**src/rtl/uart_tx_arbiter_if.sv**
```systemverilog
// Bundle of requester-side and transmitter-side signals shared by the UART TX arbiter.
// The slave modport is the arbiter; the master modport is the requesters plus the transmitter.
interface uart_tx_arbiter_if #(
  parameter int unsigned N_REQ = 4
);
  logic [N_REQ-1:0]         req_valid;
  logic [8*N_REQ-1:0]       req_data;
  logic [N_REQ-1:0]         req_last;
  logic [N_REQ-1:0]         req_ready;
  logic                     tx_start;
  logic [7:0]               tx_data;
  logic                     tx_done;
  logic [$clog2(N_REQ)-1:0] grant_id;
  logic                     busy;

  modport slave (
    input  req_valid, req_data, req_last, tx_done,
    output req_ready, tx_start, tx_data, grant_id, busy
  );

  modport master (
    output req_valid, req_data, req_last, tx_done,
    input  req_ready, tx_start, tx_data, grant_id, busy
  );
endinterface

```
**src/rtl/uart_tx_arbiter.sv**
```systemverilog
// Round-robin arbiter sharing one UART transmitter between N_REQ byte streams,
// with per-message grant locking and a hold timeout for stalled messages.
module uart_tx_arbiter #(
  parameter int unsigned N_REQ        = 4,
  parameter int unsigned HOLD_TIMEOUT = 20000
) (
  input  logic                  clk,
  input  logic                  rst,
  uart_tx_arbiter_if.slave      bus
);
  localparam int unsigned IDW     = $clog2(N_REQ);
  localparam int unsigned CW      = (HOLD_TIMEOUT > 1) ? $clog2(HOLD_TIMEOUT) : 1;
  localparam int unsigned HT_LAST = (HOLD_TIMEOUT > 0) ? HOLD_TIMEOUT - 1 : 0;

  typedef enum logic [1:0] {
    IDLE,
    LAUNCH,
    WAIT,
    HOLD
  } state_t;

  state_t           state_q;
  logic [IDW-1:0]   ptr_q;
  logic [IDW-1:0]   grant_q;
  logic [7:0]       tx_data_q;
  logic             tx_start_q;
  logic             last_q;
  logic [CW-1:0]    cnt_q;

  logic [7:0]       bytes [N_REQ];
  logic             win_found;
  logic [IDW-1:0]   win_idx;
  int unsigned      idx;
  logic [N_REQ-1:0] ready;
  logic [IDW-1:0]   sel_idx;
  logic             xfer;

  always_comb begin
    for (int unsigned i = 0; i < N_REQ; i++) begin
      bytes[i] = bus.req_data[8*i +: 8];
    end
  end

  // Search starts one past the last winner and wraps, so the previous owner is checked last.
  always_comb begin
    win_found = 1'b0;
    win_idx   = '0;
    idx       = 0;
    for (int unsigned k = 1; k <= N_REQ; k++) begin
      idx = (32'(ptr_q) + k) % N_REQ;
      if (!win_found && bus.req_valid[idx]) begin
        win_found = 1'b1;
        win_idx   = IDW'(idx);
      end
    end
  end

  always_comb begin
    ready   = '0;
    sel_idx = grant_q;
    if (state_q == IDLE) begin
      sel_idx = win_idx;
      if (win_found) ready[win_idx] = 1'b1;
    end else if (state_q == HOLD) begin
      ready[grant_q] = 1'b1;
    end
  end

  assign xfer = |(bus.req_valid & ready);

  always_ff @(posedge clk) begin
    if (rst) begin
      state_q    <= IDLE;
      ptr_q      <= IDW'(N_REQ - 1);
      grant_q    <= '0;
      tx_data_q  <= '0;
      tx_start_q <= 1'b0;
      last_q     <= 1'b0;
      cnt_q      <= '0;
    end else begin
      tx_start_q <= 1'b0;
      case (state_q)
        IDLE: begin
          if (xfer) begin
            tx_data_q  <= bytes[sel_idx];
            last_q     <= bus.req_last[sel_idx];
            grant_q    <= win_idx;
            ptr_q      <= win_idx;
            tx_start_q <= 1'b1;
            state_q    <= LAUNCH;
          end
        end
        LAUNCH: state_q <= WAIT;
        WAIT: begin
          if (bus.tx_done) begin
            if (last_q || HOLD_TIMEOUT == 0) begin
              state_q <= IDLE;
            end else begin
              cnt_q   <= '0;
              state_q <= HOLD;
            end
          end
        end
        HOLD: begin
          // A transfer wins over timeout expiry in the same cycle.
          if (xfer) begin
            tx_data_q  <= bytes[sel_idx];
            last_q     <= bus.req_last[sel_idx];
            tx_start_q <= 1'b1;
            state_q    <= LAUNCH;
          end else if (cnt_q == CW'(HT_LAST)) begin
            state_q <= IDLE;
          end else begin
            cnt_q <= cnt_q + CW'(1);
          end
        end
        default: state_q <= IDLE;
      endcase
    end
  end

  assign bus.req_ready = ready;
  assign bus.tx_start  = tx_start_q;
  assign bus.tx_data   = tx_data_q;
  assign bus.grant_id  = grant_q;
  assign bus.busy      = (state_q != IDLE);
endmodule

```
**src/flat_wrapper.sv**
```systemverilog
// flat-port wrapper written by rule: the top's interface ports become plain ports
module uart_tx_arbiter_flat 
#(
  parameter int unsigned N_REQ        = 4,
  parameter int unsigned HOLD_TIMEOUT = 20000
)
  (clk, rst, bus_req_valid, bus_req_data, bus_req_last, bus_tx_done, bus_req_ready, bus_tx_start, bus_tx_data, bus_grant_id, bus_busy);
  uart_tx_arbiter_if #(.N_REQ(N_REQ)) bus_i ();
  input  logic clk;
  input  logic rst;
  input wire logic [$bits(bus_i.req_valid)-1:0] bus_req_valid;
  input wire logic [$bits(bus_i.req_data)-1:0] bus_req_data;
  input wire logic [$bits(bus_i.req_last)-1:0] bus_req_last;
  input wire logic [$bits(bus_i.tx_done)-1:0] bus_tx_done;
  output wire logic [$bits(bus_i.req_ready)-1:0] bus_req_ready;
  output wire logic [$bits(bus_i.tx_start)-1:0] bus_tx_start;
  output wire logic [$bits(bus_i.tx_data)-1:0] bus_tx_data;
  output wire logic [$bits(bus_i.grant_id)-1:0] bus_grant_id;
  output wire logic [$bits(bus_i.busy)-1:0] bus_busy;
  assign bus_i.req_valid = bus_req_valid;
  assign bus_i.req_data = bus_req_data;
  assign bus_i.req_last = bus_req_last;
  assign bus_i.tx_done = bus_tx_done;
  assign bus_req_ready = bus_i.req_ready;
  assign bus_tx_start = bus_i.tx_start;
  assign bus_tx_data = bus_i.tx_data;
  assign bus_grant_id = bus_i.grant_id;
  assign bus_busy = bus_i.busy;
  uart_tx_arbiter #(.N_REQ(N_REQ), .HOLD_TIMEOUT(HOLD_TIMEOUT)) u_core (.clk(clk), .rst(rst), .bus(bus_i));
endmodule
```
**config.mk**
```make
export PLATFORM = sky130hd
export DESIGN_NAME = uart_tx_arbiter_flat
export DESIGN_NICKNAME = d
export VERILOG_FILES = /design/src/rtl/uart_tx_arbiter_if.sv /design/src/rtl/uart_tx_arbiter.sv /design/src/flat_wrapper.sv
export SDC_FILE = /design/constraint.sdc
export NUM_CORES = 1
export LEC_CHECK = 0
export CAP_MARGIN = 25
export CORE_UTILIZATION = 53
export CTS_BUF_LIST = sky130_fd_sc_hd__clkbuf_4 sky130_fd_sc_hd__clkbuf_8
export CTS_CLUSTER_DIAMETER = 80
export DETAILED_ROUTE_END_ITERATION = 10
export PLACE_DENSITY = 0.88
export SETUP_SLACK_MARGIN = 0.3
export SLEW_MARGIN = 0
export SYNTH_ARGS = -nofsm -noshare
export SYNTH_HDL_FRONTEND = slang
export SYNTH_SLANG_ARGS = --single-unit
```
**constraint.sdc**
```tcl
create_clock -name clk -period 5 [get_ports clk]
set_clock_uncertainty 0.15 [all_clocks]
set_input_delay 1.25 -clock clk [delete_from_list [all_inputs] [get_ports clk]]
set_output_delay 1.25 -clock clk [all_outputs]
set_load 0.01 [all_outputs]
```
Word-level counts from Yosys, hierarchy flattened
Index checks and enable logic that the tools add are counted.
{"block": "word_totals", "wordCells": 94, "reg_bits": 31, "output_inout_bits": 16}
{"block": "classes", "n_eq_ne": 10, "bitwise": 3, "reduce_logical": 18, "n_mux": 41, "order_cmp": 10, "n_addsub": 5}
{"cell": "15-bit 2-to-1 mux", "count": 4}
{"cell": "15-bit one-hot mux with 2 select lines", "count": 1}
{"cell": "2-bit by 3-bit < comparator with 1-bit output, second input constant", "count": 7}
{"cell": "2-bit 2-to-1 mux", "count": 10}
{"cell": "8-bit binary-select mux with 2-bit select", "count": 1}
{"cell": "8-bit 2-to-1 mux", "count": 2}
{"cell": "15-bit by 1-bit adder with 15-bit output, second input constant", "count": 1}
{"cell": "15-bit equality test, second input constant", "count": 1}
{"cell": "1-bit 2-to-1 mux", "count": 12}
{"cell": "4-bit 2-to-1 mux", "count": 3}
{"cell": "1-bit binary-select mux with 2-bit select", "count": 5}
{"cell": "2-bit inequality test, second input constant", "count": 4}
{"cell": "2-bit one-hot mux with 4 select lines", "count": 1}
{"cell": "1-bit logical AND", "count": 5}
{"cell": "5-bit AND reduction", "count": 1}
{"cell": "2-bit by 1-bit adder with 2-bit output, second input constant", "count": 2}
{"cell": "2-bit adder, second input constant", "count": 2}
{"cell": "4-bit AND", "count": 1}
{"cell": "1-bit demux with 2-bit select", "count": 2}
{"cell": "2-bit equality test, second input constant", "count": 2}
{"cell": "2-bit by 1-bit >= comparator with 1-bit output, second input constant", "count": 2}
{"cell": "2-bit AND reduction", "count": 2}
{"cell": "2-bit nonzero test", "count": 2}
{"cell": "2-bit OR reduction", "count": 2}
{"cell": "other kinds (10)", "count": 12}

Longest topological paths before layout
Gate-level depths: netlist of the first run.
{"block": "depth", "word_depth": 23, "ltp_mapped": 11}

Least setup slack after synthesis of the first run
No wires, ideal clock.
{"block": "synth_path", "path_type": "input -> output", "startpoint": "input bus_req_valid[3]", "endpoint": "output bus_req_ready[3]", "t_required_ps": 3600, "arrival_ps": 2533, "setup_slack_ps": 1067, "cell_stages": 7, "path_cell_list": "and2b_1 nor3_1 a211oi_2 nand2_1 a21boi_0 buf_2 a21oi_1"}
{"block": "synth_via", "elab_chain_cells": 18, "word_cells_on_any_way": 29, "cone_classes": "order compare: 2; mux: 20; reduce/logical: 7"}
{"element": "start: declaration", "line": "flat_wrapper.sv:11", "rtl": "input wire logic [$bits(bus_i.req_valid)-1:0] bus_req_valid;"}
{"element": "1-bit binary-select mux with 2-bit select", "line": "uart_tx_arbiter.sv:51", "rtl": "if (!win_found && bus.req_valid[idx]) begin"}
{"element": "1-bit 2-to-1 mux (implied by the code)", "line": "uart_tx_arbiter.sv:51"}
{"element": "1-bit 2-to-1 mux", "line": "uart_tx_arbiter.sv:51"}
{"element": "1-bit logical NOT", "line": "uart_tx_arbiter.sv:51"}
{"element": "1-bit logical AND", "line": "uart_tx_arbiter.sv:51"}
{"element": "1-bit 2-to-1 mux", "line": "uart_tx_arbiter.sv:51"}
{"element": "1-bit logical NOT", "line": "uart_tx_arbiter.sv:51"}
{"element": "1-bit logical AND", "line": "uart_tx_arbiter.sv:51"}
{"element": "(+2 left out)"}
{"element": "1-bit logical AND", "line": "uart_tx_arbiter.sv:51"}
{"element": "2-bit 2-to-1 mux", "line": "uart_tx_arbiter.sv:51"}
{"element": "2-bit by 3-bit < comparator with 1-bit output (implied by the code) or 2-bit by 1-bit >= comparator with 1-bit output (tied branches)", "line": "uart_tx_arbiter.sv:63", "rtl": "if (win_found) ready[win_idx] = 1'b1;"}
{"element": "1-bit logical AND (implied by the code)", "line": "uart_tx_arbiter.sv:63"}
{"element": "1-bit 2-to-1 mux (implied by the code)", "line": "uart_tx_arbiter.sv:63"}
{"element": "1-bit demux with 2-bit select"}
{"element": "4-bit 2-to-1 mux (*)", "line": "uart_tx_arbiter.sv:63"}
{"element": "4-bit 2-to-1 mux (*)", "line": "uart_tx_arbiter.sv:61", "rtl": "if (state_q == IDLE) begin"}
{"element": "end: declaration", "line": "flat_wrapper.sv:15", "rtl": "output wire logic [$bits(bus_i.req_ready)-1:0] bus_req_ready;"}
Every way passes the cells marked *; elsewhere a longest branch is shown, timed or not. The select of a mux whose other input is x is not followed.

Worst setup path in the final report of the first run
{"block": "layout_path", "startpoint": "input bus_req_valid[3]", "endpoint": "output bus_req_ready[2]"}
Same word-level chain as after synthesis.

==> results of run 1 <==
==> synth_stat cells (4+ instances only) <==
master	n	area share
and3_1	5	0.015
o21ai_0	10	0.025
nor3_1	9	0.022
inv_1	6	0.011
ha_1	4	0.025
nand2_1	18	0.033
a22o_1	13	0.056
nor2b_1	4	0.012
nor2_1	16	0.030
buf_4	4	0.015
nand3_1	14	0.034
dfxtp_1	31	0.31
mux2i_1	30	0.15
a21oi_1	10	0.025
==> what timing repair did <==
item,4_1_cts,5_1_grt
gates resized for setup,0,3
hold buffers,0,0
endpoints found under the setup margin,0,3
==> where the power goes <==
| group | switching, W | total, W | internal, W |
|---|---|---|---|
| Sequential | 0.0000376 | 0.000327 | 0.000289 |
| Combinational | 0.000385 | 0.000736 | 0.000351 |
| Clock | 0.0000898 | 0.000198 | 0.000108 |
==> how the worst min path moves through the flow <==
stage | startpoint | end | slack (ns) | depth (start not counted)
final | u_core.bus.tx_data[7]$_SDFFE_PP0P_ | u_core.bus.tx_data[7]$_SDFFE_PP0P_ | 0.33 | 1
after detailed placement | u_core.bus.tx_data[7]$_SDFFE_PP0P_ | u_core.bus.tx_data[7]$_SDFFE_PP0P_ | 0.31 | 1
after global placement | u_core.bus.tx_data[1]$_SDFFE_PP0P_ | u_core.bus.tx_data[1]$_SDFFE_PP0P_ | 0.31 | 1
after global routing | u_core.bus.tx_data[5]$_SDFFE_PP0P_ | u_core.bus.tx_data[5]$_SDFFE_PP0P_ | 0.35 | 1
after floorplan | u_core.cnt_q[13]$_SDFFE_PP0P_ | u_core.cnt_q[13]$_SDFFE_PP0P_ | 0.30 | 1
after CTS | u_core.bus.tx_data[7]$_SDFFE_PP0P_ | u_core.bus.tx_data[7]$_SDFFE_PP0P_ | 0.33 | 1
==> kinds of logic after synthesis <==
kind of cell	count (synthesis)
flops	31
fa+ha+maj	4
mux	33
buf+inv	14
compound gates	60
simple gates	90
==> metal layers <==
layer	vias up	share of wire	GRT usage	routed length, um
met3	9	0.049	0.0714	261
met5	-	0	0	0
met1	950	0.43	0.310	2270
li1	992	-	-	-
met4	0	0.014	0.102	72
met2	59	0.51	0.480	2670
==> final cells by class <==
| cell class | count | area (sq um) | share of cell area |
|---|---|---|---|
| clock inverters | 1 | 5.00 | 0.00182 |
| inverters | 6 | 22.5 | 0.00819 |
| clock buffers | 6 | 82.6 | 0.0300 |
| well taps | 48 | 60.1 | 0.0218 |
| flip-flops and latches | 31 | 621 | 0.226 |
| multi-input cells | 187 | 1350 | 0.492 |
| repair buffers | 61 | 606 | 0.220 |
==> through the flow <==
| stage | area, sq um | hold WS [ns] | setup WS [ns] | util | cells |
|---|---|---|---|---|---|
| floorplan | 2030 | 0.304 | 1.07 | - | 232 |
| global placement | 2650 | 0.306 | 0.349 | 0.723 | 333 |
| detailed placement | 2650 | 0.314 | 0.329 | 0.723 | 333 |
| CTS | 2730 | 0.333 | 0.324 | 0.747 | 340 |
| global route | 2750 | 0.352 | 0.277 | 0.751 | 340 |
| finish | 2750 | 0.332 | 0.365 | 0.751 | 340 |
==> layout by cell type (no fill, tap or decap), drive strengths merged, types with 2 or more instances in the layout <==
master and instances:
mux2 3, nor2 17, and2b 3, nand2 18, inv 6, clkdlybuf4s50 57
a22o 13, nor3 9, a21oi 11, ha 4, a21boi 3, nor2b 4
nand3 15, a221o 3, and3 5, a21o 3, nor4b 2, dfxtp 31
nor4 2, o21ai 11, buf 3, nand3b 3, nand4 3, nand2b 3
clkbuf 6, a211oi 2, mux2i 30
==> flip-flops by register name, summed over array words and instances, names as in the netlist <==
signal,cells
u_core.bus.tx_start,1
u_core.bus.tx_data,8
u_core.cnt_q,15
u_core.state_q,2
u_core.ptr_q,2
u_core.bus.grant_id,2
u_core.last_q,1
==> results_tabular.tex, run 1 <==
\begin{tabular}{lr}
\hline
Metric & Value \\
\hline
\multicolumn{2}{l}{\textbf{Routing}} \\
Sum of routed wire length over all layers & between 5000 and 6000 um \\
Number of iterations in the first detailed-routing pass & 4 \\
Ratio of routed vias to standard cells & 5.91 \\
Initial detailed-routing violation count & 149 \\
Routed length per instance & about 16 um \\
Number of nets with antenna violations after routing & 0 \\
Overall via count from detail\_route & 2010 \\
\# DRC & 0 \\
\multicolumn{2}{l}{\textbf{Logic synthesis}} \\
Count of cell types in the netlist & 55 \\
Post-synthesis instance area & 2030 sq um \\
Number of flops mapped to enable cells by yosys & 0 \\
Syn nets & $\sim$280 \\
Number of instances in the synthesized netlist & approximately 230 \\
Synth Area per Inst & 8.76 sq um \\
Synthesized flop and latch total & 31 \\
Synth Area in Compound Gates & 0.228 \\
Post-Synth Adder-Cell Area & 0.0246 \\
Post-synthesis share of cell area spent on xor and xnor gates & 0 \\
Simple-Gate Fraction of Synth Area & 0.241 \\
Mux share of post-synthesis cell area & 0.164 \\
Dominant register cell in the synthesized netlist & dfxtp\_1 \\
Main combinational cell family by area after synthesis & simple AND/OR/NAND/NOR gates \\
Ys Warns & 0 \\
Sequential cell area fraction in the yosys report & 0.305 \\
Share of synthesized flip-flops with an asynchronous set or reset & 0 \\
\multicolumn{2}{l}{\textbf{Clock network}} \\
TritonCTS Buffers & 5 \\
Root Driver & clkbuf\_8 \\
Post-CTS Repair Setup Buffers & 0 \\
CTS max path bufs & 2 \\
Htree depth & 2 \\
Clock latency reported for the late side of the worst-skew pair & 0.28 ns \\
Number of sinks on the clock net & 31 \\
Clock slew seen by the registers of the worst setup and hold paths & 0.06 ns \\
Clock tree from TritonCTS & yes \\
\multicolumn{2}{l}{\textbf{Critical path}} \\
Setup slack on the worst flop-to-flop path & 2.14 ns \\
Top cell family by delay on the critical path & buffers and inverters \\
End point of the critical path & bus\_req\_ready[2] \\
Most frequent cell on the critical path & clkdlybuf4s50\_1 \\
WP buf/inv & 2 \\
CP cell instances & clkdlybuf4s50\_1, and2b\_1, nor4\_2, or2\_2, a22o\_1, clkdlybuf4s50\_1 \\
Worst EP required & 3.60 ns \\
Reg2reg path depth & 9 \\
Critical path launch point & bus\_req\_valid[3] \\
Crit Path Class & in2out \\
CP max stage cell & clkdlybuf4s50\_1 \\
Worst path arrival time & between 3 and 4 ns \\
Terminus of the critical flop-to-flop path & u\_core.bus.tx\_data[1]\$\_SDFFE\_PP0P\_ \\
Sort of element at the end of the critical path & output pin \\
Critical-path maximum fanout & 5 \\
Largest stage delay on the critical path & 0.52 ns \\
R2R Path Start & u\_core.state\_q[1]\$\_SDFFE\_PP0P\_ \\
Critical Path Stages & 6 \\
Startpoint kind of the worst setup timing path & input port \\
\multicolumn{2}{l}{\textbf{Die}} \\
Initial cell density of the core & 0.555 \\
Overall die width & 63.9 um \\
Core area & around 3700 sq um \\
\# IOs & 59 \\
Chip Height & approximately 64 um \\
Number of core rows & 22 \\
Total Die Area & 4090 sq um \\
\multicolumn{2}{l}{\textbf{Min path}} \\
Worst Hold Class & reg2reg \\
\multicolumn{2}{l}{\textbf{STA}} \\
Tmin final & approximately 4.6 ns \\
Ratio of final minimum period to clock period & 0.927 \\
Sum of negative setup slack & 0 ns \\
Tightest slew margin relative to the limit & 0.546 \\
Worst Max-Slew Pin Slew & 0.680 ns \\
Hold violation total from the final report & 0 \\
FMAX & 216 MHz \\
Setup violators final & 0 \\
Setup repair after global routing missed its margin & false \\
Final count of pins violating max slew & 0 \\
\multicolumn{2}{l}{\textbf{Global routing}} \\
Maximum number of pins on one net before global-route repair & 20 \\
Global router's overall resource usage & 0.272 \\
GRT Residual Overflow & 0 \\
Number of global-route vias before repair & 1970 \\
Antenna violations before repair & 0 \\
Global-route wire length before repair & 8650 um \\
\multicolumn{2}{l}{\textbf{Cells and area}} \\
Number of antenna repair diodes & 0 \\
Filler instances & 281 \\
Area growth from synthesis to layout & 35.2\% \\
Number of nets in the final layout & 339 \\
Fraction of layout cells with a size suffix above 1 & 0.0890 \\
\multicolumn{2}{l}{\textbf{Placed design}} \\
Final weighted congestion in routability-driven placement & 0.836 \\
Detailed placement HPWL & around 3800 um \\
Buffers on Ports & 58 \\
\multicolumn{2}{l}{\textbf{Pwr}} \\
Leakage component of the power & 1.19 nW \\
Power density over cell area & 459 nW/um\^{}2 \\
Total Power & roughly 0.0013 W \\
Worst-case vdd ir drop & 0.296 mV \\
\multicolumn{2}{l}{\textbf{Outcome}} \\
Status & finished, final reports clean \\
\multicolumn{2}{l}{\textbf{Flow run}} \\
Maximum capacitance violations & 0 \\
\hline
\end{tabular}
Note: power is estimated with default switching activity, not from simulation.
==> inputs of run 2 (changes only) <==
CORE_UTILIZATION = 51   (was 53)
CTS_BUF_LIST = unset   (was sky130_fd_sc_hd__clkbuf_4 sky130_fd_sc_hd__clkbuf_8)
PLACE_DENSITY = 0.85   (was 0.88)
RECOVER_POWER = 100   (was unset)
==> run 2 against run 1 <==
Net effect: worst setup slack got worse by 0.067 ns; routed wire length grew 1.1%; cell count increased by 0.29%; critical endpoint unchanged.
==> results_tabular.tex, run 2 (synthesis results as in run 1) <==
\begin{tabular}{lr}
\hline
Metric & Value \\
\hline
\multicolumn{2}{l}{\textbf{Clock network}} \\
Cts-stage hold buffer count & 0 \\
Clock latency reported for the late side of the worst-skew pair & 0.28 ns \\
Number of sinks on the clock net & 31 \\
TritonCTS Buffers & 5 \\
Htree depth & 2 \\
CTS max path bufs & 2 \\
Clock slew seen by the registers of the worst setup and hold paths & 0.07 ns \\
Clock tree from TritonCTS & yes \\
Root Driver & clkbuf\_8 \\
\multicolumn{2}{l}{\textbf{Global routing}} \\
Antenna violations before repair & 0 \\
Maximum number of pins on one net before global-route repair & 20 \\
GRT Residual Overflow & 0 \\
Global router's overall resource usage & 0.266 \\
Number of global-route vias before repair & 1959 \\
Global-route wire length before repair & 8830 um \\
\multicolumn{2}{l}{\textbf{Die}} \\
\# IOs & 59 \\
Chip Height & approximately 65 um \\
Initial cell density of the core & 0.543 \\
Total Die Area & 4240 sq um \\
Core area & 3740 sq um \\
Overall die width & around 65 um \\
Number of core rows & 22 \\
\multicolumn{2}{l}{\textbf{Cells and area}} \\
Fraction of layout cells with a size suffix above 1 & 0.0751 \\
Area growth from synthesis to layout & 33.5\% \\
Commonest non-fill, non-tap cell in the layout & clkdlybuf4s50\_1 \\
Fin area & 2710 sq um \\
Top reg by flops & u\_core.cnt\_q \\
Number of nets in the final layout & 339 \\
Top library cells by usage in the layout, fill and taps aside & 43 x clkdlybuf4s50\_1, 31 x dfxtp\_1, 30 x mux2i\_1 \\
Number of flip-flops in the largest register & 15 \\
Number of antenna repair diodes & 0 \\
Post-route insts no fill & around 340 \\
\multicolumn{2}{l}{\textbf{STA}} \\
Worst Max-Slew Pin Slew & approximately 1.1 ns \\
Tmin final & approximately 4.7 ns \\
Setup violators final & 0 \\
Sum of negative setup slack & 0 ns \\
Ratio of final minimum period to clock period & 0.941 \\
Hold violation total from the final report & 0 \\
Worst-case hold slack & 0.328 ns \\
Final count of pins violating max slew & 0 \\
FMAX & 213 MHz \\
Final Worst Setup Slack & 0.297 ns \\
Tightest slew margin relative to the limit & 0.276 \\
Setup repair after global routing missed its margin & true \\
\multicolumn{2}{l}{\textbf{Critical path}} \\
Sort of element at the end of the critical path & output pin \\
Crit Path Class & in2out \\
Worst path arrival time & 3.30 ns \\
Worst EP required & 3.60 ns \\
Startpoint kind of the worst setup timing path & input port \\
Critical-path maximum fanout & 5 \\
\multicolumn{2}{l}{\textbf{Placed design}} \\
Worst slack, placed & roughly 0.30 ns \\
Detailed placement HPWL & about 3900 um \\
Final weighted congestion in routability-driven placement & 0.844 \\
Instance area at placement & $\sim$2600 sq um \\
Buffers on Ports & 58 \\
Number of placed cells counting well taps & 333 \\
\multicolumn{2}{l}{\textbf{Pwr}} \\
Internal power consumption & 0.000718 W \\
Leakage component of the power & between 1 and 1.5 nW \\
Worst-case vdd ir drop & 0.259 mV \\
Power density over cell area & 450 nW/um\^{}2 \\
Clk network pwr share & 0.155 \\
Net switching power & 0.000502 W \\
Share of power burned in registers & 0.267 \\
Part of the total power dissipated in combinational logic & 0.577 \\
Switch share & 0.411 \\
\multicolumn{2}{l}{\textbf{Routing}} \\
Routed length per instance & 15.6 um \\
Initial detailed-routing violation count & 201 \\
Number of nets with antenna violations after routing & 0 \\
Sum of routed wire length over all layers & between 5000 and 6000 um \\
Number of iterations in the first detailed-routing pass & 4 \\
Overall via count from detail\_route & 2025 \\
Ratio of routed vias to standard cells & 5.94 \\
\# DRC & 0 \\
\multicolumn{2}{l}{\textbf{Outcome}} \\
Status & finished, final reports clean \\
\multicolumn{2}{l}{\textbf{Min path}} \\
Worst Hold Class & reg2reg \\
\multicolumn{2}{l}{\textbf{Flow run}} \\
Maximum capacitance violations & 0 \\
\hline
\end{tabular}
[run 2: final timing paths]
path	start	endpoint	slack [ns]	cells after the start
worst max-delay path	bus_req_valid[3]	bus_req_ready[2]	0.30	6
worst min-delay path	u_core.bus.tx_data[6]$_SDFFE_PP0P_	u_core.bus.tx_data[6]$_SDFFE_PP0P_	0.33	1
worst min register to register	u_core.bus.tx_data[6]$_SDFFE_PP0P_	u_core.bus.tx_data[6]$_SDFFE_PP0P_	0.33	1
worst max register to register	u_core.state_q[0]$_SDFFE_PP0P_	u_core.cnt_q[4]$_SDFFE_PP0P_	1.36	9
[run 2: layer usage]
metal	vias to the layer above	track usage	part of all wire
met5	-	0	0
met4	0	0.0761	0.017
met3	15	0.0573	0.048
li1	996	-	-
met1	949	0.307	0.43
met2	65	0.490	0.50
[run 2: cell type report]
cell class | count | area (sq um)
multi-input combinational | 187 | 1320
timing repair buffer | 61 | 606
clock inverter | 1 | 5.00
fill | 305 | 1030
clock buffer | 7 | 76.3
sequential | 31 | 621
tap | 48 | 60.1
inverter | 6 | 22.5
[run 2: power groups by stage]
stage	registers, W	logic, W	clock network [W]
3_5_place_dp	0.000331	0.000725	0
5_1_grt	0.000330	0.000767	0.000205
4_1_cts	0.000326	0.000731	0.000192
3_3_place_gp	0.000330	0.000712	0
6_report	0.000326	0.000705	0.000189
2_1_floorplan	0.000334	0.000508	0
[run 2: stage by stage]
step | power, W | utilization
floorplan | 0.000843 | -
global placement | 0.00104 | 0.707
detailed placement | 0.00106 | 0.707
CTS | 0.00125 | 0.730
global route | 0.00130 | 0.725
finish | 0.00122 | 0.725
[run 2: worst max-delay path, cell delays in order]
cell,delay [ns]
dlygate4sd3_1,0.59
nor2b_1,0.18
nor4_1,0.39
or2_2,0.23
a22o_1,0.14
clkdlybuf4s50_1,0.52
[run 2: what timing repair did]
action,4_1_cts,5_1_grt
setup endpoints to repair,1,2
resized for setup,1,4
setup buffers,0,0
